==> src/rtl/fetch_buffer_pkg.sv <==
// Shared types and constants for the instruction fetch path.
//   INSTR_W      : width of one instruction word
//   fetch_resp_t : one queued fetch response (error flag + instruction word)
//   select_word  : picks the 32-bit half of a 64-bit SRAM doubleword
package fetch_buffer_pkg;

    localparam int INSTR_W = 32;

    typedef struct packed {
        logic               err;
        logic [INSTR_W-1:0] instr;
    } fetch_resp_t;

    // upper = byte-address bit 2, i.e. the second word of the doubleword.
    function automatic logic [INSTR_W-1:0] select_word(input logic [63:0] dword,
                                                       input logic        upper);
        return upper ? dword[63:32] : dword[31:0];
    endfunction

endpackage

==> src/rtl/fetch_buffer_sync_fifo.sv <==
// Generic synchronous show-ahead FIFO.
//   clk, rstn        : clock, synchronous active-low reset
//   clear            : synchronous flush of pointers and count
//   push, push_data  : write side
//   pop, pop_data    : read side; pop_data shows the head, 0 when empty
//   count            : number of stored entries (0..DEPTH)
//   full, empty      : status flags
module sync_fifo #(
    parameter int WIDTH = 8,
    parameter int DEPTH = 4
) (
    input  logic                     clk,
    input  logic                     rstn,
    input  logic                     clear,
    input  logic                     push,
    input  logic [WIDTH-1:0]         push_data,
    input  logic                     pop,
    output logic [WIDTH-1:0]         pop_data,
    output logic [$clog2(DEPTH):0]   count,
    output logic                     full,
    output logic                     empty
);

    localparam int PTR_W = $clog2(DEPTH);

    logic [WIDTH-1:0] mem_reg [DEPTH];
    logic [PTR_W-1:0] wr_ptr_reg;
    logic [PTR_W-1:0] rd_ptr_reg;
    logic [PTR_W:0]   count_reg;
    logic [PTR_W:0]   count_next;
    logic             wr_en;
    logic             rd_en;

    assign full  = (count_reg == (PTR_W+1)'(DEPTH));
    assign empty = (count_reg == '0);
    assign count = count_reg;

    // A push into a full FIFO is accepted only when the head leaves in the
    // same cycle; the slot being written is then the one being vacated.
    assign wr_en = push && (!full || pop);
    assign rd_en = pop && !empty;

    assign pop_data = empty ? '0 : mem_reg[rd_ptr_reg];

    always_comb begin
        count_next = count_reg;
        case ({wr_en, rd_en})
            2'b10:   count_next = count_reg + (PTR_W+1)'(1);
            2'b01:   count_next = count_reg - (PTR_W+1)'(1);
            default: count_next = count_reg;
        endcase
    end

    // Storage has no reset; entries are only visible while counted.
    always_ff @(posedge clk) begin
        if (wr_en) begin
            mem_reg[wr_ptr_reg] <= push_data;
        end
    end

    // Pointers wrap naturally because DEPTH is a power of two.
    always_ff @(posedge clk) begin
        if (!rstn || clear) begin
            wr_ptr_reg <= '0;
            rd_ptr_reg <= '0;
            count_reg  <= '0;
        end else begin
            if (wr_en) begin
                wr_ptr_reg <= wr_ptr_reg + PTR_W'(1);
            end
            if (rd_en) begin
                rd_ptr_reg <= rd_ptr_reg + PTR_W'(1);
            end
            count_reg <= count_next;
        end
    end

endmodule

==> src/rtl/fetch_buffer.sv <==
// Decouples the core fetch handshake from a 1-cycle-latency 64-bit SRAM.
//   clk, rstn                    : clock, synchronous active-low reset
//   req_valid_i/req_ready_o      : fetch address handshake
//   req_addr_i                   : fetch byte address (bits [1:0] ignored)
//   resp_valid_o/resp_ready_i    : instruction handshake
//   resp_data_o, resp_err_o      : instruction word, out-of-range flag
//   flush_i                      : drop every queued and in-flight fetch
//   mem_en_o, mem_addr_o         : SRAM read request (doubleword index)
//   mem_rdata_i                  : SRAM data, one cycle after mem_en_o
// Accept-to-response latency is exactly two cycles (no bypass).
module fetch_buffer
    import fetch_buffer_pkg::*;
#(
    parameter int XLEN       = 64,
    parameter int ADDR_WIDTH = 20,
    parameter int DEPTH      = 4
) (
    input  logic                  clk,
    input  logic                  rstn,
    input  logic                  req_valid_i,
    output logic                  req_ready_o,
    input  logic [XLEN-1:0]       req_addr_i,
    output logic                  resp_valid_o,
    input  logic                  resp_ready_i,
    output logic [INSTR_W-1:0]    resp_data_o,
    output logic                  resp_err_o,
    input  logic                  flush_i,
    output logic                  mem_en_o,
    output logic [ADDR_WIDTH-1:0] mem_addr_o,
    input  logic [63:0]           mem_rdata_i
);

    localparam int CNT_W = $clog2(DEPTH) + 1;
    localparam logic [CNT_W:0] DEPTH_OCC = (CNT_W+1)'(DEPTH);

    logic             inflight_q;
    logic             bo_q;
    logic             err_q;
    logic [CNT_W-1:0] fifo_count;
    logic [CNT_W:0]   occupancy;
    logic             fifo_full;
    logic             fifo_empty;
    logic             accept;
    logic             push;
    logic             pop;
    fetch_resp_t      push_entry;
    fetch_resp_t      head_entry;
    logic             unused_addr_bits;

    // Word alignment is assumed; the two lowest address bits carry nothing.
    assign unused_addr_bits = &{1'b0, req_addr_i[1:0]};

    // Every accepted fetch holds a credit until it is popped, so a push can
    // never find the FIFO full.
    assign occupancy = {1'b0, fifo_count} + {{CNT_W{1'b0}}, inflight_q};
    assign pop       = resp_valid_o && resp_ready_i;

    always_comb begin
        req_ready_o = 1'b0;
        if (rstn && !flush_i) begin
            req_ready_o = (occupancy < DEPTH_OCC) || ((occupancy == DEPTH_OCC) && pop);
        end
    end

    assign accept     = req_valid_i && req_ready_o;
    assign mem_en_o   = accept;
    assign mem_addr_o = req_addr_i[ADDR_WIDTH+2:3];

    // In-flight tracking for the single outstanding SRAM read.
    always_ff @(posedge clk) begin
        if (!rstn || flush_i) begin
            inflight_q <= 1'b0;
            bo_q       <= 1'b0;
            err_q      <= 1'b0;
        end else begin
            inflight_q <= accept;
            if (accept) begin
                bo_q  <= req_addr_i[2];
                err_q <= (req_addr_i[XLEN-1:ADDR_WIDTH+3] != '0);
            end
        end
    end

    // Out-of-range reads still touch the SRAM; their data is replaced by 0.
    assign push             = inflight_q;
    assign push_entry.err   = err_q;
    assign push_entry.instr = err_q ? '0 : select_word(mem_rdata_i, bo_q);

    // flush_i clears the FIFO at the end of the flush cycle, which also
    // discards a response landing in that same cycle.
    sync_fifo #(
        .WIDTH ($bits(fetch_resp_t)),
        .DEPTH (DEPTH)
    ) u_resp_fifo (
        .clk       (clk),
        .rstn      (rstn),
        .clear     (flush_i),
        .push      (push),
        .push_data (push_entry),
        .pop       (pop),
        .pop_data  (head_entry),
        .count     (fifo_count),
        .full      (fifo_full),
        .empty     (fifo_empty)
    );

    assign resp_valid_o = !fifo_empty;
    assign resp_data_o  = head_entry.instr;
    assign resp_err_o   = head_entry.err;

    a_no_push_when_full: assert property (@(posedge clk) disable iff (!rstn)
        !(push && fifo_full));

endmodule
==> config.mk <==
export PLATFORM = sky130hd
export DESIGN_NAME = fetch_buffer
export DESIGN_NICKNAME = d
export VERILOG_FILES = /design/src/rtl/fetch_buffer_pkg.sv /design/src/rtl/fetch_buffer_sync_fifo.sv /design/src/rtl/fetch_buffer.sv
export SDC_FILE = /design/constraint.sdc
export NUM_CORES = 1
export LEC_CHECK = 0
export ABC_AREA = 1
export ABC_CLOCK_PERIOD_IN_PS = 9000
export CAP_MARGIN = 10
export CORE_MARGIN = 8
export CORE_UTILIZATION = 30
export DETAILED_ROUTE_END_ITERATION = 16
export PLACE_DENSITY = 0.61
export SLEW_MARGIN = 15
export SYNTH_ARGS = -nofsm -noshare
export SYNTH_HDL_FRONTEND = slang
export SYNTH_HIERARCHICAL = 1
export SYNTH_SLANG_ARGS = --single-unit
==> constraint.sdc <==
create_clock -name clk -period 9 [get_ports clk]
set_input_delay 1.8 -clock clk [delete_from_list [all_inputs] [get_ports clk]]
set_output_delay 1.8 -clock clk [all_outputs]
set_load 0.02 [all_outputs]
Word level (Yosys, flattened, before mapping)

Memory sizes are Yosys's and may differ from the RTL's. A register that Yosys moved wholly into a read port is not among the register bits.
Cells that the tools add are included.

ROM bits: 0
Memories kept: 1
Latch bits: 0
Flip-flop bits (word level): 10
RAM bits: 132
Logic and storage cells: 42
Output and inout bits: 56
Input port bits: 133

Memories:

| name                | words | bits a word | read ports | clocked after Yosys merged registers in | wr ports | line                         | source |
|---|---|---|---|---|---|---|---|
| u_resp_fifo.mem_reg | 4     | 33          | 1          | 1                                       | 1        | fetch_buffer_sync_fifo.sv:26 | `logic [WIDTH-1:0] mem_reg [DEPTH];` |

Magnitude comparators: 1
Shift-type cells: 0
Mux-type cells: 9
$mul: 0
Add/subtract/negate cells: 5
Reduce and logical (&&, ||, !) cells: 16
Div/mod/pow operators: 0
Eq/ne operators: 4
Bitwise gates (word level): 0

Operators with widths:

| kind                                                        | number |
|---|---|
| 2-to-1 mux 32 bit                                           | 2 |
| nonzero test 41 bit                                         | 1 |
| 2-to-1 mux 33 bit                                           | 1 |
| logical AND 1 bit                                           | 6 |
| one-hot mux 3 bit (2 select lines)                          | 1 |
| adder 2 x 1 -> 2 bit (second input constant)                | 2 |
| adder 3 x 1 -> 4 bit                                        | 1 |
| == test 4 x 3 -> 1 bit (second input constant)              | 1 |
| logical NOT 1 bit                                           | 4 |
| less-than comparator 4 x 3 -> 1 bit (second input constant) | 1 |
| 2-to-1 mux 2 bit                                            | 2 |
| adder 3 x 1 -> 3 bit (second input constant)                | 1 |
| == test 3 bit (second input constant)                       | 1 |
| logical NOT 3 bit                                           | 1 |
| logical OR 1 bit                                            | 3 |
| 2-to-1 mux 1 bit                                            | 3 |
| subtractor 3 x 1 -> 3 bit (second input constant)           | 1 |
| == test 2 x 1 -> 1 bit (second input constant)              | 1 |
| == test 2 bit (second input constant)                       | 1 |
| nonzero test 2 bit                                          | 1 |

Depth between registers and ports, before layout

Depth after elaboration: 7
Mapped depth: 17
Gate-level depth less buffers: 16

Hierarchy

The synthesis kept the hierarchy.

By module, submodules not included:

| module       | seq. area each (um^2) | cells each | area an instance (um^2) | times used |
|---|---|---|---|---|
| sync_fifo    | 4,144.0               | 466        | 5,612.9                 | 1 |
| fetch_buffer | 60.1                  | 198        | 972.2                   | 1 |

Worst setup path after synthesis

OpenSTA, ideal clock, no wires.

Kind: input port to flip-flop
From: input resp_ready_i
To: memory u_resp_fifo/mem_reg[0][0] in the netlist's numbering, enable pin
Slack: 4.876 ns
Library setup time: 0.423 ns
Required time: 8.577 ns
Cell stages on the path: 6
Buffers on the path: 0
Arrival time: 3.701 ns
Path through: inv_1 -> nor2_2 -> inv_1 -> nand3_1 -> nand2_1 -> nor2_1

Longest elaborated chain between the ends: 5

RTL lines:

| what                                   | line                         | source |
|---|---|---|
| start: declaration                     | fetch_buffer.sv:24           | `input logic resp_ready_i,` |
| logical AND 1 bit                      | fetch_buffer.sv:56           | `assign pop = resp_valid_o && resp_ready_i;` |
| named net pop                          | fetch_buffer.sv:45           | `logic pop;` |
| logical OR 1 bit                       | fetch_buffer_sync_fifo.sv:40 | `assign wr_en = push && (!full \|\| pop);` |
| logical AND 1 bit                      | fetch_buffer_sync_fifo.sv:40 |  |
| 2-to-1 mux 1 bit                       | fetch_buffer_sync_fifo.sv:56 | `if (wr_en) begin` |
| 2-to-1 mux 1 bit (not written as such) | fetch_buffer_sync_fifo.sv:57 | `mem_reg[wr_ptr_reg] <= push_data;` |
| end: declaration                       | fetch_buffer_sync_fifo.sv:26 |  |

The timed path passes the listed nets, and every way through them passes these cells.

Worst setup path in the final report

From: input resp_ready_i
To: output mem_en_o

Longest elaborated chain between the ends: 5

RTL lines:

| what              | line               | source |
|---|---|---|
| logical AND 1 bit | fetch_buffer.sv:56 |  |
| named net pop     | fetch_buffer.sv:45 |  |
| logical AND 1 bit | fetch_buffer.sv:61 | `req_ready_o = (occupancy < DEPTH_OCC) \|\| ((occupancy == DEPTH_OCC) && pop);` |
| logical OR 1 bit  | fetch_buffer.sv:61 |  |
| 2-to-1 mux 1 bit  | fetch_buffer.sv:60 | `if (rstn && !flush_i) begin` |
| logical AND 1 bit | fetch_buffer.sv:65 | `assign accept = req_valid_i && req_ready_o;` |
| end: declaration  | fetch_buffer.sv:28 | `output logic mem_en_o,` |

The timed path passes the listed nets, and every way through them passes these cells.

==> reports/metrics.csv <==
metric,value,unit
worst stage delay on the critical path,610,ps
fin. max-slew vios,0,
"most used cell, CP",clkdlybuf4s50_1,
via count of the first global-routing pass,4937,
IO Pins,189,
die footprint,26900,um^2
sw power,305,uW
Final Hold Fails,0,
routed wire length,16.5,mm
via count,4797,
Initial Util,30.3,%
Slew @ Worst Pin,1150,ps
Critical Path End Type,output port,
Die Height,164,um
post-route ant nets,0,
CP max FO,5,
worst setup path category,input port to output port,
CTS Hold Bufs,0,
Worst R2R End,u_resp_fifo/mem_reg[2][9]$_DFFE_PP_,
Max-cap violations,0,
P_leak,0.00309,uW
Clock Latency Late Sink,410,ps
setup violators final,0,
CTS tree,built,
worst setup path start,resp_ready_i,
Die Wd,164,um
pin count of the biggest net entering global routing,67,
status,"finished, final reports clean",
Pwr Density,176,nW/um^2
clk_skew,5.83,ps
core area,21700,um^2
Int Pwr,1230,uW
CTS buffer count,17,
first-pass GRT wire length,25.4,mm
Longest Clk Path Bufs,2,
initial antenna violation count,0,
slowest CP cell,clkdlybuf4s50_1,
share of cells above drive strength 1,6.79,%
initial drt markers,179,
Hold Crit Start,u_resp_fifo/rd_ptr_reg[1]$_SDFFE_PP0P_,
worst hold path type,register to register,
YS warnings,6,
CP endpoint,mem_en_o,
Port-buffer cells,146,
CP Cell Sequence,"clkdlybuf4s50_1, inv_1, nor2_2, nand2_1, nand2_2, nand3_4, clkinv_2, clkdlybuf4s50_1",
layout net count,923,
switching part of the total,19.8,%
RSZ-0062 raised after global routing,false,
Clock Power Share,44.8,%
# resized after CTS,0,
Mean Syn Cell Area,9.92,um^2
HPWL after DPL,10.3,mm
power share of the sequential group,48.3,%
Gate power share,6.9,%
WP data arrival,3450,ps
Final min period,5250,ps
setup tns final,0,ps
Mapped Cells,663,
fin crit share,58.3,%
peak supply drop,0.0996,mV
WL/cell,15.3,um
drt drc,0,
reg2reg start,u_resp_fifo/count[2]$_SDFFE_PP0P_,
relative slew slack,23.1,%
reg-to-reg setup timing slack,5460,ps
root buf cell,clkbuf_16,
Largest register FFs,132,
Placer Congestion,0.714,
total power,1540,uW
Worst Setup Start Kind,input port,
global route overflow,0,
"CTS clk-pin slew, worst paths",60,ps
syn nets,804,
DR vias/cell,4.46,
setup bufs post-CTS,0,
Tot GR Track Use,12.3,%
Worst Path Required,7200,ps
CTS H-tree depth,4,
P&R area growth vs syn,33.2,%
first-pass iteration count of the detailed router,4,
clk sink count,144,
Core Rows,54,
ant diodes,0,
Reg2Reg Depth,8,
FILL cells,2078,
"Cell Area, Synth",6580,um^2
fmax,0.191,GHz
-- cell type report --
cell class              instances  area, um^2  share of cell area [%]
multi-input cells             430        1940                    22.1
repair buffers                153        1530                    17.5
flip-flops and latches        144        4210                    48.0
well taps                     280         350                    4.00
inverters                      36         136                    1.56
clock buffers                  17         425                    4.85
clock inverters                15         170                    1.94
-- layout by cell type (no fill, tap or decap), drive strengths merged --
| cell type | count |
|---|---|
| a21oi | 40 |
| nor2 | 237 |
| inv | 34 |
| clkinv | 10 |
| nand2 | 34 |
| dfxtp | 12 |
| clkbuf | 17 |
| ha | 7 |
| bufinv | 3 |
| edfxtp | 132 |
| nand4 | 1 |
| clkdlybuf4s50 | 146 |
| o21ai | 99 |
| clkinvlp | 4 |
| and2 | 1 |
| buf | 7 |
| fa | 1 |
| nand3 | 10 |
-- power by group through the flow --
stage          combinational [uW]  clock [uW]  sequential, uW
3_3_place_gp                  105           0             757
6_report                      106         690             743
3_5_place_dp                  106           0             757
5_1_grt                       117         732             744
4_1_cts                       107         704             743
2_1_floorplan                50.7           0             756
-- how the worst min path moves through the flow --
stage                                           endpoint  slack, ps  cells after the start
floorplan           u_resp_fifo/mem_reg[0][32]$_DFFE_PP_        460                      0
global placement                                register        470                      2
detailed placement                              register        490                      2
CTS                                             register        500                      2
global route                                    register        510                      2
finish                                          register        490                      2
-- through the flow --
| step | util (%) | hold WS, ps | instance area (um^2) | worst slack (ps) | instances |
|---|---|---|---|---|---|
| finish | 40.4 | 486 | 8760 | 3750 | 1075 |
| global route | 40.4 | 509 | 8760 | 3640 | 1075 |
| CTS | 40.3 | 496 | 8740 | 3730 | 1074 |
| detailed placement | 37.5 | 487 | 8140 | 3730 | 1042 |
| global placement | 37.5 | 475 | 8140 | 3730 | 1042 |
| floorplan | - | 460 | 6580 | 4880 | 663 |
-- critical path, delay by kind of cell --
kind | cells | cell delay (ps)
and+or+nand+nor | 4 | 470
buffers and inverters | 4 | 1170
-- per-layer routing --
layer	vias up	wire, um	GRT usage, %
met3	9	1160	4.11
met1	2204	7260	14.9
met2	142	7900	20.5
met4	0	131	3.80
met5	-	0	0
li1	2442	-	-
No activity file was read; power rests on OpenSTA's default activity.
